`config.mk`:
```
export PLATFORM = sky130hd
export DESIGN_NAME = posit_simd_decode_pipe
export DESIGN_NICKNAME = d
export VERILOG_FILES = /design/src/rtl/posit_simd_decode_pipe_pkg.sv /design/src/rtl/posit_simd_decode_pipe_lane_decode.sv /design/src/rtl/posit_simd_decode_pipe.sv
export SDC_FILE = /design/constraint.sdc
export NUM_CORES = 1
export LEC_CHECK = 0
export CORE_MARGIN = 1
export CORE_UTILIZATION = 45
export CTS_CLUSTER_DIAMETER = 50
export DETAILED_ROUTE_END_ITERATION = 16
export PLACE_DENSITY = 0.68
export SLEW_MARGIN = 25
export SYNTH_ARGS = -nofsm -noshare
export SYNTH_HDL_FRONTEND = slang
export SYNTH_SLANG_ARGS = --single-unit
```
`constraint.sdc`:
```
create_clock -name clk -period 6.85 [get_ports clk]
set_clock_uncertainty 0.1 [all_clocks]
set_input_delay 1.37 -clock clk [delete_from_list [all_inputs] [get_ports clk]]
set_output_delay 1.37 -clock clk [all_outputs]
set_load 0.02 [all_outputs]
```
`src/rtl/posit_simd_decode_pipe_pkg.sv`:
```
// Shared definitions for the pipelined multi-precision posit operand decoder.
package posit_pkg;

  localparam logic [1:0] PRE_1X  = 2'b00;
  localparam logic [1:0] PRE_2X  = 2'b01;
  localparam logic [1:0] PRE_4X  = 2'b10;
  localparam logic [1:0] PRE_RSV = 2'b11;

  localparam int ES_DEF      = 2;
  localparam int N_DEF       = 32;
  localparam int SCALE_W_DEF = 8;
  localparam int FRAC_W_DEF  = N_DEF - ES_DEF - 2;

  // Decoded lane record at the default word width.
  typedef struct packed {
    logic                   sign;
    logic                   zero;
    logic                   nar;
    logic [SCALE_W_DEF-1:0] scale;
    logic [FRAC_W_DEF-1:0]  frac;
  } posit_dec_t;

endpackage

```
`src/rtl/posit_simd_decode_pipe_lane_decode.sv`:
```
// Combinational posit decode of one W-bit lane that has already been reduced
// to its two's-complement magnitude; the original sign arrives separately.
module posit_lane_decode #(
  parameter int W       = 32,
  parameter int ES      = 2,
  parameter int SCALE_W = 8,
  parameter int FRAC_W  = 28
) (
  input  logic [W-1:0]       i_mag,
  input  logic               i_sign,
  output logic               o_sign,
  output logic               o_zero,
  output logic               o_nar,
  output logic [SCALE_W-1:0] o_scale,
  output logic [FRAC_W-1:0]  o_frac
);

  localparam int MW = $clog2(W) + 1;
  localparam int TW = W - ES + FRAC_W;

  logic [W-2:0]       w_body;
  logic [W-2:0]       w_inv;
  logic [W-2:0]       w_shift;
  logic [MW-1:0]      w_run;
  logic [SCALE_W-1:0] w_k;
  logic [ES-1:0]      w_exp;
  logic [TW-1:0]      w_ftmp;
  logic               w_zero;
  logic               w_nar;

  assign w_body = i_mag[W-2:0];
  // A run of ones becomes a run of zeros, so one leading-one detector serves both regimes.
  assign w_inv  = w_body[W-2] ? ~w_body : w_body;

  // Leading-one detector: run length of the regime (whole body when unterminated).
  always_comb begin
    w_run = MW'(W - 1);
    for (int i = 0; i < W - 1; i++) begin
      w_run = w_inv[i] ? MW'(W - 2 - i) : w_run;
    end
  end

  assign w_shift = w_body << (w_run + MW'(1));
  assign w_exp   = ES'(w_shift >> (W - 1 - ES));
  assign w_ftmp  = {1'b1, w_shift[W-2-ES:0], {FRAC_W{1'b0}}};
  assign w_k     = w_body[W-2] ? (SCALE_W'(w_run) - SCALE_W'(1)) : (SCALE_W'(0) - SCALE_W'(w_run));
  assign w_zero  = (i_mag == {W{1'b0}});
  assign w_nar   = (i_mag == {1'b1, {(W-1){1'b0}}});

  // Special encodings override the regular regime/exponent/fraction fields.
  always_comb begin
    if (w_zero || w_nar) begin
      o_sign  = w_nar;
      o_zero  = w_zero;
      o_nar   = w_nar;
      o_scale = {SCALE_W{1'b0}};
      o_frac  = {FRAC_W{1'b0}};
    end else begin
      o_sign  = i_sign;
      o_zero  = 1'b0;
      o_nar   = 1'b0;
      o_scale = (w_k << ES) + SCALE_W'(w_exp);
      o_frac  = FRAC_W'(w_ftmp >> (TW - FRAC_W));
    end
  end

endmodule

```
`src/rtl/posit_simd_decode_pipe.sv`:
```
// Two-stage elastic posit decoder: S1 splits lanes and takes magnitudes,
// S2 registers the per-lane regime/exponent/fraction decode.
module posit_simd_decode_pipe
  import posit_pkg::*;
#(
  parameter int N       = 32,
  parameter int ES      = ES_DEF,
  parameter int SCALE_W = 8
) (
  input  logic                  clk,
  input  logic                  rst_n,
  input  logic                  in_valid,
  output logic                  in_ready,
  input  logic [1:0]            in_pre,
  input  logic [N-1:0]          in_data,
  output logic                  out_valid,
  input  logic                  out_ready,
  output logic [1:0]            out_pre,
  output logic                  out_err,
  output logic [3:0]            out_sign,
  output logic [3:0]            out_zero,
  output logic [3:0]            out_nar,
  output logic [4*SCALE_W-1:0]  out_scale,
  output logic [4*(N-ES-2)-1:0] out_frac
);

  localparam int FRAC_W = N - ES - 2;
  localparam int W2     = N / 2;
  localparam int W4     = N / 4;

  logic w_ready1, w_ready2;
  logic w_err;
  logic [1:0] w_pre;
  logic [N-1:0] w_mag1, w_mag2, w_mag4;

  logic r1_valid, r1_err, r1_sgn1;
  logic [1:0] r1_pre, r1_sgn2;
  logic [3:0] r1_sgn4;
  logic [N-1:0] r1_mag1, r1_mag2, r1_mag4;

  logic w_d1_sign, w_d1_zero, w_d1_nar;
  logic [SCALE_W-1:0] w_d1_scale;
  logic [FRAC_W-1:0] w_d1_frac;
  logic [1:0] w_d2_sign, w_d2_zero, w_d2_nar;
  logic [2*SCALE_W-1:0] w_d2_scale;
  logic [2*FRAC_W-1:0] w_d2_frac;
  logic [3:0] w_d4_sign, w_d4_zero, w_d4_nar;
  logic [4*SCALE_W-1:0] w_d4_scale;
  logic [4*FRAC_W-1:0] w_d4_frac;

  logic [3:0] w_ln_sign, w_ln_zero, w_ln_nar;
  logic [4*SCALE_W-1:0] w_ln_scale;
  logic [4*FRAC_W-1:0] w_ln_frac;

  logic r2_valid, r2_err;
  logic [1:0] r2_pre;
  logic [3:0] r2_sign, r2_zero, r2_nar;
  logic [4*SCALE_W-1:0] r2_scale;
  logic [4*FRAC_W-1:0] r2_frac;

  assign w_ready2 = !r2_valid || out_ready;
  assign w_ready1 = !r1_valid || w_ready2;
  assign in_ready = w_ready1;

  assign w_err = (in_pre == PRE_RSV);
  assign w_pre = w_err ? PRE_1X : in_pre;

  // Two's-complement magnitude of every lane split, one word per precision.
  always_comb begin
    w_mag1 = in_data[N-1] ? ({N{1'b0}} - in_data) : in_data;
    w_mag2 = {N{1'b0}};
    w_mag4 = {N{1'b0}};
    for (int i = 0; i < 2; i++) begin
      w_mag2[i*W2 +: W2] = in_data[i*W2+W2-1] ? ({W2{1'b0}} - in_data[i*W2 +: W2])
                                               : in_data[i*W2 +: W2];
    end
    for (int i = 0; i < 4; i++) begin
      w_mag4[i*W4 +: W4] = in_data[i*W4+W4-1] ? ({W4{1'b0}} - in_data[i*W4 +: W4])
                                               : in_data[i*W4 +: W4];
    end
  end

  // Stage 1 register: lane split, signs and magnitudes.
  always_ff @(posedge clk or negedge rst_n) begin
    if (!rst_n) begin
      r1_valid <= 1'b0;
      r1_err   <= 1'b0;
      r1_pre   <= 2'b00;
      r1_sgn1  <= 1'b0;
      r1_sgn2  <= 2'b00;
      r1_sgn4  <= 4'b0000;
      r1_mag1  <= {N{1'b0}};
      r1_mag2  <= {N{1'b0}};
      r1_mag4  <= {N{1'b0}};
    end else if (w_ready1) begin
      r1_valid <= in_valid;
      if (in_valid) begin
        r1_err  <= w_err;
        r1_pre  <= w_pre;
        r1_sgn1 <= in_data[N-1];
        r1_sgn2 <= {in_data[N-1], in_data[W2-1]};
        r1_sgn4 <= {in_data[N-1], in_data[3*W4-1], in_data[W2-1], in_data[W4-1]};
        r1_mag1 <= w_mag1;
        r1_mag2 <= w_mag2;
        r1_mag4 <= w_mag4;
      end
    end
  end

  posit_lane_decode #(.W(N), .ES(ES), .SCALE_W(SCALE_W), .FRAC_W(FRAC_W)) u_dec1 (
    .i_mag(r1_mag1), .i_sign(r1_sgn1), .o_sign(w_d1_sign), .o_zero(w_d1_zero),
    .o_nar(w_d1_nar), .o_scale(w_d1_scale), .o_frac(w_d1_frac)
  );

  for (genvar g = 0; g < 2; g++) begin : g_dec2
    posit_lane_decode #(.W(W2), .ES(ES), .SCALE_W(SCALE_W), .FRAC_W(FRAC_W)) u_dec (
      .i_mag(r1_mag2[g*W2 +: W2]), .i_sign(r1_sgn2[g]), .o_sign(w_d2_sign[g]),
      .o_zero(w_d2_zero[g]), .o_nar(w_d2_nar[g]),
      .o_scale(w_d2_scale[g*SCALE_W +: SCALE_W]), .o_frac(w_d2_frac[g*FRAC_W +: FRAC_W])
    );
  end

  for (genvar g = 0; g < 4; g++) begin : g_dec4
    posit_lane_decode #(.W(W4), .ES(ES), .SCALE_W(SCALE_W), .FRAC_W(FRAC_W)) u_dec (
      .i_mag(r1_mag4[g*W4 +: W4]), .i_sign(r1_sgn4[g]), .o_sign(w_d4_sign[g]),
      .o_zero(w_d4_zero[g]), .o_nar(w_d4_nar[g]),
      .o_scale(w_d4_scale[g*SCALE_W +: SCALE_W]), .o_frac(w_d4_frac[g*FRAC_W +: FRAC_W])
    );
  end

  // Lane mux: lanes beyond the active lane count stay all-zero.
  always_comb begin
    w_ln_sign  = 4'b0000;
    w_ln_zero  = 4'b0000;
    w_ln_nar   = 4'b0000;
    w_ln_scale = {(4*SCALE_W){1'b0}};
    w_ln_frac  = {(4*FRAC_W){1'b0}};
    case (r1_pre)
      PRE_1X: begin
        w_ln_sign[0]             = w_d1_sign;
        w_ln_zero[0]             = w_d1_zero;
        w_ln_nar[0]              = w_d1_nar;
        w_ln_scale[SCALE_W-1:0]  = w_d1_scale;
        w_ln_frac[FRAC_W-1:0]    = w_d1_frac;
      end
      PRE_2X: begin
        w_ln_sign[1:0]            = w_d2_sign;
        w_ln_zero[1:0]            = w_d2_zero;
        w_ln_nar[1:0]             = w_d2_nar;
        w_ln_scale[2*SCALE_W-1:0] = w_d2_scale;
        w_ln_frac[2*FRAC_W-1:0]   = w_d2_frac;
      end
      PRE_4X: begin
        w_ln_sign  = w_d4_sign;
        w_ln_zero  = w_d4_zero;
        w_ln_nar   = w_d4_nar;
        w_ln_scale = w_d4_scale;
        w_ln_frac  = w_d4_frac;
      end
      default: begin
        w_ln_sign = 4'b0000;
      end
    endcase
  end

  // Stage 2 register: decoded lanes, held while downstream stalls.
  always_ff @(posedge clk or negedge rst_n) begin
    if (!rst_n) begin
      r2_valid <= 1'b0;
      r2_err   <= 1'b0;
      r2_pre   <= 2'b00;
      r2_sign  <= 4'b0000;
      r2_zero  <= 4'b0000;
      r2_nar   <= 4'b0000;
      r2_scale <= {(4*SCALE_W){1'b0}};
      r2_frac  <= {(4*FRAC_W){1'b0}};
    end else if (w_ready2) begin
      r2_valid <= r1_valid;
      if (r1_valid) begin
        r2_err   <= r1_err;
        r2_pre   <= r1_pre;
        r2_sign  <= w_ln_sign;
        r2_zero  <= w_ln_zero;
        r2_nar   <= w_ln_nar;
        r2_scale <= w_ln_scale;
        r2_frac  <= w_ln_frac;
      end
    end
  end

  assign out_valid = r2_valid;
  assign out_pre   = r2_pre;
  assign out_err   = r2_err;
  assign out_sign  = r2_sign;
  assign out_zero  = r2_zero;
  assign out_nar   = r2_nar;
  assign out_scale = r2_scale;
  assign out_frac  = r2_frac;

endmodule
```
==> results.txt, run 1 <==
Mapped Cells = 2010
Req. time, crit path = 7.20 ns
Yosys warnings = 0
Initial antenna violation count = 2
Most frequent cells in the layout = 349 x nand2_1, 205 x o21ai_0, 201 x dfrtp_1
Synth Cell Area = 0.0163 mm2
Setup Fix Bufs, Post-CTS = 0
Actual slew at the worst max-slew pin = 1.01 ns
MaxCap Viol Count = 0
Placer congestion estimate = 0.972
Layout area overhead = 14.4%
Routed vias/inst = 5.99
CTS max path bufs = 3
Resize count post-CTS = 0
CTS tree = built
Async set-or-reset flop fraction in the synthesized netlist = 100%
Critical R2R Capture = out_frac[26]
Global route total overflow = 0
DRT Pass-1 Iters = 7
Count of cell types in the netlist = 87
Vias in the first global route = 13600
DP Wirelength = 36.8 mm
RSZ-0062 raised after global routing = false
Die Y = 192 um
GR Util All Layers = 26.8%
CP Launch Type = flop
Fin util = 52.3%
R2R Setup Slk = 1.90 ns
Proportion of netlist area held by the largest area contributor = 30.9%
Leak = 8.00 nW
FP Rows = 69
Final Cycle Share = 72.3%
Setup_tns = 0 ns
Seq/Total Area, Yosys = 30.9%
CP max stage delay = 0.81 ns
Post-CTS Hold Buffers = 0
Synth area leaders = dfrtp_1 31%, nand2_1 8.1%, o21ai_0 6.3%, mux4_2 5.4%, mux2i_1 4.9%
CP endpoint = out_frac[26]
I/O Pins = 199
CTS Sinks = 201
Total wire length = 49.9 mm
Maximum clock rate = 0.202 GHz
Syn_area_per_cell = 8.09 um2
Top Family by Delay on Critical Path = buffers and inverters
Worst VDD drop = 0.258 mV
FF-to-FF path depth = 15
Cell taking the most area after synthesis = dfrtp_1
Crit-path max FO = 35
Setup violators final = 0
Starting Density = 45.7%
Buf/Inv on CP = 5
Vias = 15100
Commonest non-fill, non-tap cell in the layout = nand2_1
Synth Register Bits = 201
FF-to-FF Start = r1_mag1[30]
Wirelength per Cell = 19.8 um
Share of cells above drive strength 1 = 8.28%
Chip width = 192 um
Power Total = 6.53 mW
PortBufs = 140
First-pass GRT wire length = 78.0 mm
Largest net degree at the start of global routing = 114
Clk_lat worst skew = 0.57 ns
Setup crit start = r1_mag1[30]
CP Capture Type = flop
Die area = 0.0369 mm2
Initial drt markers = 1611
WS Path Type = flop to flop
Status = complete, no violations
Slowest CP cell = xnor2_2
Slew Viols, Final = 0
Placeable core area = 0.0356 mm2
Ys flop type = dfrtp_1
Crit-path cells = buf_4, buf_4, or2_2, o22ai_1, a211o_1, a32o_1, nor2_4, buf_4, inv_1, ha_1, xnor2_2, buf_4, mux2i_1, mux2i_1, a311o_1
DRC Markers = 0
Pwr Density = 351 mW/mm2
Root Buffer = clkbuf_16
Cts bufs inserted = 30
Worst hold path type = flop to flop
Routed Antenna Nets = 0
Number of enable flip-flop cells after synthesis = 0
Clock slew at reported path FFs = 0.06 ns
Slew Limit Headroom = 32.1%
CP arrival = 5.30 ns
Final nets = 2102
Most used cell, CP = buf_4
Fin crit period = 4.95 ns
H-tree depth = 1
Hold Vio Cnt, Final = 0
Levels on crit path = 15
==> stage by stage <==
step	cells	area, um2	worst slack [ns]	hold WS [ns]
floorplan	2067	16500	1.95	0.339
global placement	2459	17500	1.41	0.352
detailed placement	2459	17500	1.34	0.359
CTS	2515	18600	1.69	0.382
global route	2515	18600	1.56	0.390
finish	2518	18600	1.90	0.378
==> where the power goes <==
group	switching (mW)	internal, mW
combinational	1.85	1.36
clock	0.610	0.945
sequential	0.354	1.40
==> cell families (layout without fill, tap and decap cells) <==
| family | Yosys count | after routing | synth area share [%] |
|---|---|---|---|
| and+or+nand+nor | 693 | 693 | 19.5 |
| adders and majority gates | 36 | 36 | 2.74 |
| DFF | 201 | 201 | 30.9 |
| other | 1 | 61 | 0.0231 |
| AOI/OAI and AO/OA | 528 | 528 | 20.8 |
| buffers and inverters | 305 | 292 | 8.53 |
| muxes | 138 | 138 | 11.7 |
| xor gates and xnor gates | 108 | 108 | 5.82 |
==> worst min-delay path by stage <==
stage | from | end | slack, ns | cells past startpoint
after floorplan | r1_err | out_err | 0.34 | 2
after global placement | r1_err | out_err | 0.35 | 2
after detailed placement | r1_err | out_err | 0.36 | 2
after CTS | out_frac[111] | out_frac[111] | 0.38 | 1
after global routing | out_frac[111] | out_frac[111] | 0.39 | 1
final | out_zero[3] | out_zero[3] | 0.38 | 2
==> Yosys cell counts (8+ instances only) <==
cell type	n
nand2_1	351
o21ai_0	205
dfrtp_1	201
clkbuf_1	150
nor2_1	106
a21oi_1	82
mux2i_1	79
inv_1	71
xor2_1	68
buf_4	60
nand3_1	44
xnor2_1	40
mux4_2	39
ha_1	34
a22o_1	30
nor3_1	30
nand2b_1	24
or3_1	23
a211oi_1	22
mux2_2	20
nor2b_1	19
and3_1	17
o22ai_1	17
a31oi_1	16
nor4_1	16
o31ai_1	15
and2_1	13
buf_2	13
a21o_1	11
o211ai_1	11
o41ai_1	11
or4_1	10
a22oi_1	9
buf_1	9
nand4_1	9
or2_2	8
==> state kept, by name, indices dropped and copies added, names as in the netlist, 2 cells and up <==
register / cells
out_frac: 54
out_nar: 4
out_pre: 2
out_scale: 30
out_sign: 4
out_zero: 4
r1_mag1: 32
r1_mag2: 31
r1_mag4: 30
r1_pre: 2
r1_sgn4: 2
==> final cells by class <==
type | instances | area, um2
tap | 461 | 577
sequential | 201 | 5030
timing repair buffer | 164 | 1580
clock inverter | 14 | 148
antenna | 3 | 7.51
fill | 3410 | 17000
inverter | 72 | 270
clock buffer | 42 | 877
multi-input combinational | 1561 | 10100
==> worst register-to-register path, cell delays in order (launching register included) <==
cell	delay, ns
dfrtp_1	0.32
buf_4	0.26
buf_4	0.33
or2_2	0.18
o22ai_1	0.13
a211o_1	0.28
a32o_1	0.25
nor2_4	0.12
buf_4	0.45
inv_1	0.11
ha_1	0.26
xnor2_2	0.81
buf_4	0.29
mux2i_1	0.40
mux2i_1	0.19
a311o_1	0.38
==> routing by layer <==
metal | global-route usage, % | wire (um) | vias up
met4 | 6.21 | 965 | 0
li1 | - | - | 7067
met1 | 40.8 | 23200 | 7316
met2 | 39.8 | 21700 | 634
met5 | 0 | 0 | -
met3 | 3.91 | 4060 | 71
(Power assumes the default switching activity.)
==> run 2, diff against run 1 <==
==> constraint.sdc (replaced) <==
create_clock -name clk -period 4.8 [get_ports clk]
set_clock_uncertainty 0.1 [all_clocks]
set_input_delay 0.96 -clock clk [delete_from_list [all_inputs] [get_ports clk]]
set_output_delay 0.96 -clock clk [all_outputs]
set_load 0.02 [all_outputs]
==> run 2 against run 1 <==
Core utilization grew 0.69 points. Non-clock buffer count grew 42. Power grew 44%. Cell count grew 1.5%. Register-to-register slack lost 1.5 ns. Die area is the same. Clock power grew 34%. Sequential share of layout area shrank 0.35 points. Largest power group unchanged.
==> results.txt, run 2 (synthesis results as in run 1) <==
Status = complete, no violations
CTS tree = built
CP Capture Type = flop
GR Util All Layers = 28.0%
Vias in the first global route = 14100
Pwr Density = 497 mW/mm2
Sw frac = 43.7%
Fillers = 3368
Max FFs per register = 54
Root Buffer = clkbuf_16
Clock network fraction of total power = 22.3%
Post-CTS Hold Buffers = 0
WS Path Type = flop to flop
H-tree depth = 1
Hold Vio Cnt, Final = 0
Leak = 8.18 nW
RSZ-0062 raised after global routing = false
PortBufs = 140
Crit-path cells = or4_1, o22ai_1, o311ai_0, and2_1, o31ai_2, buf_4, ha_1, inv_1, xnor2_1, buf_4, mux2i_1, nand2_1, a32o_1
Global route total overflow = 0
Setup Fix Bufs, Post-CTS = 0
FP Rows = 69
Req. time, crit path = 5.14 ns
Worst VDD drop = 0.453 mV
Sequential Power Share = 26.7%
Chip width = 192 um
Starting Density = 45.7%
CTS max path bufs = 3
Largest net degree at the start of global routing = 113
Routed vias/inst = 6.05
Initial drt markers = 1325
Inst Count DP = 2501
Crit-path max FO = 13
MaxCap Viol Count = 0
Setup violators final = 0
First-pass GRT wire length = 81.4 mm
Routed Antenna Nets = 0
Die area = 0.0369 mm2
Clock slew at reported path FFs = 0.06 ns
CP max stage delay = 0.75 ns
Die Y = 192 um
Most used cell, CP = buf_4
Vias = 15500
Final Cell Area = 0.0188 mm2
Commonest non-fill, non-tap cell in the layout = nand2_1
Worst hold path type = input port to async pin
Cell internal pwr = 5.28 mW
Layout area overhead = 15.9%
DRT Pass-1 Iters = 6
Wirelength per Cell = 20.4 um
Actual slew at the worst max-slew pin = 1.02 ns
Slowest CP cell = xnor2_1
Clk_lat worst skew = 0.57 ns
Comb pwr share = 51.0%
P_sw = 4.10 mW
Maximum clock rate = 0.229 GHz
Initial antenna violation count = 3
DP Wirelength = 38.7 mm
CP Launch Type = flop
I/O Pins = 199
Slew Limit Headroom = 32.3%
Most frequent cells in the layout = 349 x nand2_1, 205 x o21ai_0, 201 x dfrtp_1
CTS Sinks = 201
DRC Markers = 0
Fin crit period = 4.36 ns
Dpl cell area = 0.0179 mm2
Share of cells above drive strength 1 = 9.99%
Finished Layout Cells = 2556
Slew Viols, Final = 0
Total wire length = 52.1 mm
Final Cycle Share = 90.9%
Placeable core area = 0.0356 mm2
Placer congestion estimate = 0.957
Cts bufs inserted = 28
CP arrival = 4.70 ns
Resize count post-CTS = 0
Final nets = 2142
==> run 2: cell types whose count changed in the layout (fill, tap and decap cells not counted), moves of 2 or more <==
cell / change
clkbuf_16: -3
buf_4: +40
inv_8: -2
clkbuf_1: -4
buf_12: +2
inv_6: +2
clkinv_2: +3
==> run 2: critical path, delay by kind of cell (launching register included) <==
family / cells / cell delay, ns
AO/OA/AOI/OAI: 4 / 0.88
XOR/XNOR: 1 / 0.75
adder cells (fa/ha/maj): 1 / 0.21
buffers and inverters: 3 / 0.57
flip-flops: 1 / 0.57
multiplexers: 1 / 0.32
AND/OR/NAND/NOR: 3 / 0.83
==> run 2: routing by layer <==
layer	track usage [%]	wire length, um
met1	39.4	22900
met2	43.6	23700
met3	4.49	3790
met4	9.60	1740
met5	0	0
==> run 2: stage by stage <==
stage / hold slack (ns) / utilization [%] / TNS, ns / power [mW] / setup slack (ns)
2_1_floorplan: 0.339 / - / 0 / 5.68 / 0.0492
3_3_place_gp: 0.354 / 50.3 / 0 / 7.19 / 0.0302
3_5_place_dp: 0.358 / 50.3 / -0.00644 / 7.23 / -0.00644
4_1_cts: 0.374 / 53.0 / 0 / 9.36 / 0.442
5_1_grt: 0.404 / 53.0 / 0 / 9.93 / 0.174
6_report: 0.370 / 53.0 / 0 / 9.37 / 0.436
==> run 2: layout make-up <==
class	count	area [um2]	share of cell area, %
diodes	3	7.51	0.0398
clock buffers	34	773	4.10
clock inverters	18	175	0.930
inverters	72	270	1.43
multi-input cells	1561	10100	53.5
flip-flops and latches	201	5030	26.7
well taps	461	577	3.06
repair buffers	206	1920	10.2
==> run 2: path summary, 6_finish.rpt <==
check                               end   startpoint  depth (start not counted)  slack, ns
min                        out_scale[3]        rst_n                          1       0.37
max                         out_frac[9]  r1_mag1[13]                         13       0.44
min in group clk                out_err       r1_err                          2       0.37
min reg2reg                     out_err       r1_err                          2       0.37
max reg2reg                 out_frac[9]  r1_mag1[13]                         13       0.44
max in group asynchronous  out_frac[26]        rst_n                          2       3.13
==> run 2: power by group through the flow <==
stage / clock network [mW] / registers (mW) / logic [mW]
floorplan: 0 / 2.43 / 3.25
global placement: 0 / 2.50 / 4.69
detailed placement: 0 / 2.51 / 4.71
CTS: 2.12 / 2.49 / 4.75
global route: 2.19 / 2.55 / 5.18
finish: 2.09 / 2.50 / 4.78
==> RTL change 1 (config.mk and constraints of run 1) <==
Reset style: synchronous (`rst_n`), changed in 2 clocked blocks.
--- a/src/rtl/posit_simd_decode_pipe.sv
+++ b/src/rtl/posit_simd_decode_pipe.sv
@@ -81,7 +81,7 @@
   end
 
   // Stage 1 register: lane split, signs and magnitudes.
-  always_ff @(posedge clk or negedge rst_n) begin
+  always_ff @(posedge clk) begin
     if (!rst_n) begin
       r1_valid <= 1'b0;
       r1_err   <= 1'b0;
@@ -164,7 +164,7 @@
   end
 
   // Stage 2 register: decoded lanes, held while downstream stalls.
-  always_ff @(posedge clk or negedge rst_n) begin
+  always_ff @(posedge clk) begin
     if (!rst_n) begin
       r2_valid <= 1'b0;
       r2_err   <= 1'b0;
Check against the original RTL: differs if rst_n is asserted again (counterexample within 4 cycles, from zero or initial values and one cycle with rst_n low); with rst_n held inactive, the same outputs for 4 cycles.
==> RTL change 1 against run 1 <==
Final area increased by 4.3%; hold slack got worse by 0.031 ns; wire length increased by 17%; area after synthesis increased by 7.4%; worst setup slack got worse by 0.21 ns; total power decreased by 24%; sequential cell count unchanged; synthesized cell count increased by 14%; via count increased by 14%; largest cell class unchanged; largest power group unchanged; highest routed layer is now met5.
==> RTL change 1: results (changes against run 1) <==
Run status
The run finished with clean final reports.

CTS
The quantity of gates resized following cts is 0 (unchanged). The deepest level of the CTS H-tree is 1 (unchanged). The deepest clock path buffer count is 3 (unchanged). The clock-pin slew on the worst setup and hold paths is 0.06 ns (about the same). The number of buffers added by the clock tree synthesis step is 27 (-10%).

Worst setup path
The longest individual stage delay on the worst path is 0.81 ns (about the same). The largest fanout of any net on the critical path is 36 (+2.9%). The arrival time at the worst endpoint is 5.49 ns (+0.19 ns).

Grouping stages by cell kind, the critical path spends the most delay in simple AND/OR/NAND/NOR gates. The worst path buffer plus inverter count was 1 (-4). The worst-path cell with the longest stage delay is dfxtp_2.

Yosys
The post-synthesis share of cell area spent on full adders, half adders and majority gates came to 0.0272 (-0.000169). In the synthesized netlist, the cells that appear most often are nand2_1 (346), dfxtp_1 (201), clkbuf_1 (166), nor2_1 (120), o21ai_0 (119). After synthesis, the cell types taking the most area are dfxtp_1 (23%), nand2_1 (7.4%), mux2i_1 (4.4%). The share of synthesized area spent on multiplexers is 0.0921 (-0.0244). The xor and xnor fraction of the mapped netlist area is 0.0526 (-0.00559). For this run, the leading register cell type out of synthesis is dfxtp_1. The mean instance size in the synthesized netlist was 7.62 um^2 (-5.8%).

The synthesized-area fraction occupied by ao, oa, aoi and oai cells is 0.271 (+0.0637). The fraction of registers with async set or reset after synthesis is 0 (-1.00). The register area share after synthesis is 0.230 (-0.0789). The count of cell types in the netlist is 115 (+32%).

Power
The highest ir drop seen on vdd was 247 uV (-4.5%). The switching power as a share of total power is 0.416 (-0.0162). The static leakage power is 7.78 nW (-2.8%).

Route
The per-cell routed wire length is 20.8 um (+5.0%). The via-per-instance ratio was 6.15 (+2.7%). The number of iterations in the first detailed-routing pass is 6 (-1). The number of DRC violations after detailed-routing iteration 0 is 1607 (-0.25%).

GRT
The wire length of the first global-routing pass is 90500 um (+16%). The via count of the first global-routing pass is 16056 (+18%). The aggregate global-route resource usage came to 0.289 (+0.0210). The initial antenna violation count came to 5 (+3). The largest net degree at the start of global routing came to 94 (-18%).

Timing
The worst setup slack after layout came to 1.69 ns (-0.208 ns). The max-slew headroom at the worst pin is 0.304 (-0.0170).

Layout
The fraction of layout instances using a drive strength above 1 came to 0.0745 (-0.00827). The number of nets in the layout was 2333 (+11%). The final cell count without fillers is 2797 (+11%).

The number of filler instances in the final layout is 3706 (+8.7%).

Placement
The number of placed cells counting well taps came to 2743 (+12%). The half-perimeter wire length after placement is 42400 um (+15%). The worst setup slack after placement is 1.74 ns (+0.393 ns).

The global placer's final weighted congestion is 0.984 (+1.3%).
==> RTL change 1: cell count changes after synthesis, sizes merged, moves of 20 or more <==
cell,delta
o21ai,-85
o211a,+71
buf,+25
a22oi,+31
dfxtp,+201
and2,+20
nor2b,+60
a22o,-27
dfrtp,-201
a21oi,+24
o211ai,+22
a21boi,+36
==> RTL change 1: tightest hold or removal path, stage by stage, from the launching register on <==
cell	delay (ns)
dfxtp_1	0.30
nand2_1	0.05
o21ai_1	0.05
==> RTL change 1: cell type report <==
class | count | share of cell area
clock buffer | 32 | 0.0363
multi-input combinational | 1805 | 0.621
inverter | 69 | 0.0135
sequential | 201 | 0.207
clock inverter | 18 | 0.0102
timing repair buffer | 157 | 0.0784
tap | 511 | 0.0329
antenna | 4 | 0.000516
==> RTL change 1: kinds of logic (layout without fill, tap and decap cells) <==
logic type | count (synthesis) | count (layout)
XOR/XNOR | 104 | 104
multiplexers | 121 | 121
AO/OA/AOI/OAI | 645 | 645
AND/OR/NAND/NOR | 838 | 838
adder cells (fa/ha/maj) | 39 | 39
other | 1 | 62
buffers and inverters | 342 | 276
flip-flops | 201 | 201
==> RTL change 1: metrics by stage <==
stage          cell area (um^2)  hold slack (ns)  power [mW]
2_1_floorplan             17700            0.341        2.98
3_3_place_gp              18500            0.343        3.48
3_5_place_dp              18500            0.347        3.49
4_1_cts                   19400            0.353        4.93
5_1_grt                   19400            0.388        5.20
6_report                  19400            0.348        4.95
==> RTL change 1: power groups by stage <==
stage	Sequential [mW]	Clock, mW	Combinational (mW)
2_1_floorplan	1.33	0	1.65
3_3_place_gp	1.42	0	2.05
3_5_place_dp	1.43	0	2.07
4_1_cts	1.40	1.45	2.08
5_1_grt	1.42	1.50	2.28
6_report	1.41	1.42	2.12
==> RTL change 1: metal layers <==
layer,up-vias,global-route usage,part of all wire
met5,-,0,0.00062
met3,182,0.0422,0.069
met4,6,0.153,0.055
li1,8080,-,-
met1,8175,0.354,0.40
met2,770,0.490,0.47
==> RTL change 1: final timing paths <==
path / end / start / cells after the start / slack (ns)
max reg2reg: out_frac[24]$_SDFFE_PN0P_ / r1_mag1[30]$_SDFFE_PN0P_ / 14 / 1.69
min reg2reg: out_frac[13]$_SDFFE_PN0P_ / out_frac[13]$_SDFFE_PN0P_ / 2 / 0.35
max: out_frac[24]$_SDFFE_PN0P_ / r1_mag1[30]$_SDFFE_PN0P_ / 14 / 1.69
min: out_frac[13]$_SDFFE_PN0P_ / out_frac[13]$_SDFFE_PN0P_ / 2 / 0.35
==> RTL change 2 (config.mk and constraints of run 1) <==
Made on the original files. `SCALE_W` is set to 8 in 2 places; all go to 10.
--- a/src/rtl/posit_simd_decode_pipe_lane_decode.sv
+++ b/src/rtl/posit_simd_decode_pipe_lane_decode.sv
@@ -3,7 +3,7 @@
 module posit_lane_decode #(
   parameter int W       = 32,
   parameter int ES      = 2,
-  parameter int SCALE_W = 8,
+  parameter int SCALE_W = 10,
   parameter int FRAC_W  = 28
 ) (
   input  logic [W-1:0]       i_mag,
--- a/src/rtl/posit_simd_decode_pipe.sv
+++ b/src/rtl/posit_simd_decode_pipe.sv
@@ -5,7 +5,7 @@
 #(
   parameter int N       = 32,
   parameter int ES      = ES_DEF,
-  parameter int SCALE_W = 8
+  parameter int SCALE_W = 10
 ) (
   input  logic                  clk,
   input  logic                  rst_n,
Ports: changed (resized out_scale); port bits go from 199 to 207. No check against the original RTL was run, so the function may have changed too.
==> RTL change 2 against run 1 <==
Sequential cell count up 1; via count up 3.5%; total power increased by 1.5%; utilization down 0.59 points; final area rose by 1.3%; critical endpoint is now out_frac[20]$_DFFE_PN0P_; wire length increased by 5.4%; hold slack got worse by 0.010 ns; critical path type unchanged; sequential share of layout area is 0.21 points lower; highest routed layer unchanged; worst setup slack lost 0.41 ns; first-iteration DRC count grew 9.5%; area after synthesis up 2.2%.
==> RTL change 2: results (changes against run 1) <==
Run status
The flow ran to the end, and the final reports show no timing, DRC or antenna violations.

GRT
The routing usage on met3 is 0.0357 (-0.00344). The via count of the first global-routing pass is 14308 (+5.2%). The aggregate global-route resource usage was 0.276 (+0.00739). The met1 track demand over resource came to 0.405 (-0.00353). The initial antenna violation count came to 2 (unchanged). The met2 global-route usage is 0.420 (+0.0225).

The largest net degree at the start of global routing is 108 (-5.3%). The wire length of the first global-routing pass is 83000 um (+6.5%).

Route
The final wirelength is 52700 um (+5.4%). The number of DRC violations after detailed-routing iteration 0 came to 1764 (+9.5%). The number of iterations in the first detailed-routing pass came to 6 (-1).

The via-per-instance ratio is 6.09 (+1.6%). The number of design rule violations left after detail routing came to 0 (unchanged).

CTS
The number of buffers added by the clock tree synthesis step is 29 (-3.3%). The insertion delay of the later-clocked pin in the worst-skew pair is 0.59 ns (+0.02 ns). The clock root buffer is clkbuf_16. The clock-pin slew on the worst setup and hold paths is 0.06 ns (about the same). The post-CTS setup repair buffer count is 0 (unchanged).

Worst setup path
The path depth of the worst reg2reg path was 12 (-3). The largest fanout of any net on the critical path is 28 (-20%). For this design, the slowest cell found on the critical path is dfrtp_1. The arrival time at the worst endpoint is 5.70 ns (+0.40 ns). The longest individual stage delay on the worst path is 0.88 ns (+0.07 ns).

The gate family responsible for the most delay along the worst path is multiplexers. The setup slack of the most critical reg-to-reg path was 1.49 ns (-0.41 ns). In this run the worst setup path terminates at out_frac[20]$_DFFE_PN0P_.

Layout
The number of filler instances in the final layout is 3461 (+1.5%). The number of nets in the layout was 2148 (+2.2%). The fraction of layout instances using a drive strength above 1 is 0.0749 (-0.00790). The final cell count without fillers is 2567 (+1.9%).

Power
The highest ir drop seen on vdd is 222 uV (-14%). The net switching power is 2.92 mW (+3.8%). The clock group power was 1.48 mW (-5%). The sequential share of power is 0.275 (+0.006).

The static leakage power is 8.03 nW (+0.44%).

Hold path
The start point of the worst min-delay path is r1_err$_DFFE_PN0P_. The worst-case hold path end point is r1_err$_DFFE_PN0P_.

Placement
The global placer's final weighted congestion is 0.958 (-1.4%). The half-perimeter wire length after placement is 38700 um (+5.3%). The number of port buffers is 148 (+5.7%). The number of placed cells counting well taps is 2514 (+2.2%).

Yosys
The count of cell types in the netlist is 80 (-8.0%). The share of synthesized area spent on multiplexers was 0.111 (-0.00597). Sorting the synthesized cells by how often they occur yields nand2_1 (361), o21ai_0 (203), dfrtp_1 (202), clkbuf_1 (142), nor2_1 (117). The register area share after synthesis is 0.304 (-0.00516).

Among all flip-flop cells after synthesis, the most frequent one is dfrtp_1. The cell count after synthesis is 2061 (+2.5%). Yosys attributes the largest share of cell area to dfrtp_1 (30%), nand2_1 (8.2%), o21ai_0 (6.1%). The xor and xnor fraction of the mapped netlist area is 0.0585 (+0.000328). The post-synthesis share of cell area spent on full adders, half adders and majority gates was 0.0248 (-0.00255). The synthesized-area fraction occupied by ao, oa, aoi and oai cells is 0.220 (+0.0123).

Timing
The max-slew headroom at the worst pin is 0.295 (-0.0263).
[RTL change 2: area by class of cell]
cell class                 count  share of cell area
clock inverter                19              0.0107
sequential                   202               0.268
multi-input combinational   1600               0.548
tap                          468              0.0311
timing repair buffer         168              0.0872
inverter                      76              0.0151
clock buffer                  32              0.0397
antenna                        2            0.000266
[RTL change 2: metrics by stage]
step / worst slack, ns / hold slack, ns / power [mW] / cell area [um^2]
final: 1.49 / 0.368 / 6.63 / 18800
after global routing: 1.17 / 0.393 / 7.00 / 18800
after CTS: 1.49 / 0.369 / 6.60 / 18800
after detailed placement: 1.53 / 0.356 / 5.10 / 17900
after global placement: 1.58 / 0.350 / 5.07 / 17900
after floorplan: 1.71 / 0.339 / 4.09 / 16800
[RTL change 2: routing by layer]
layer  routed length [um]  vias to the layer above
met2                23300                      681
met1                23700                     7590
li1                     -                     7258
met5                    0                        -
met4                 1460                        0
met3                 4210                       94
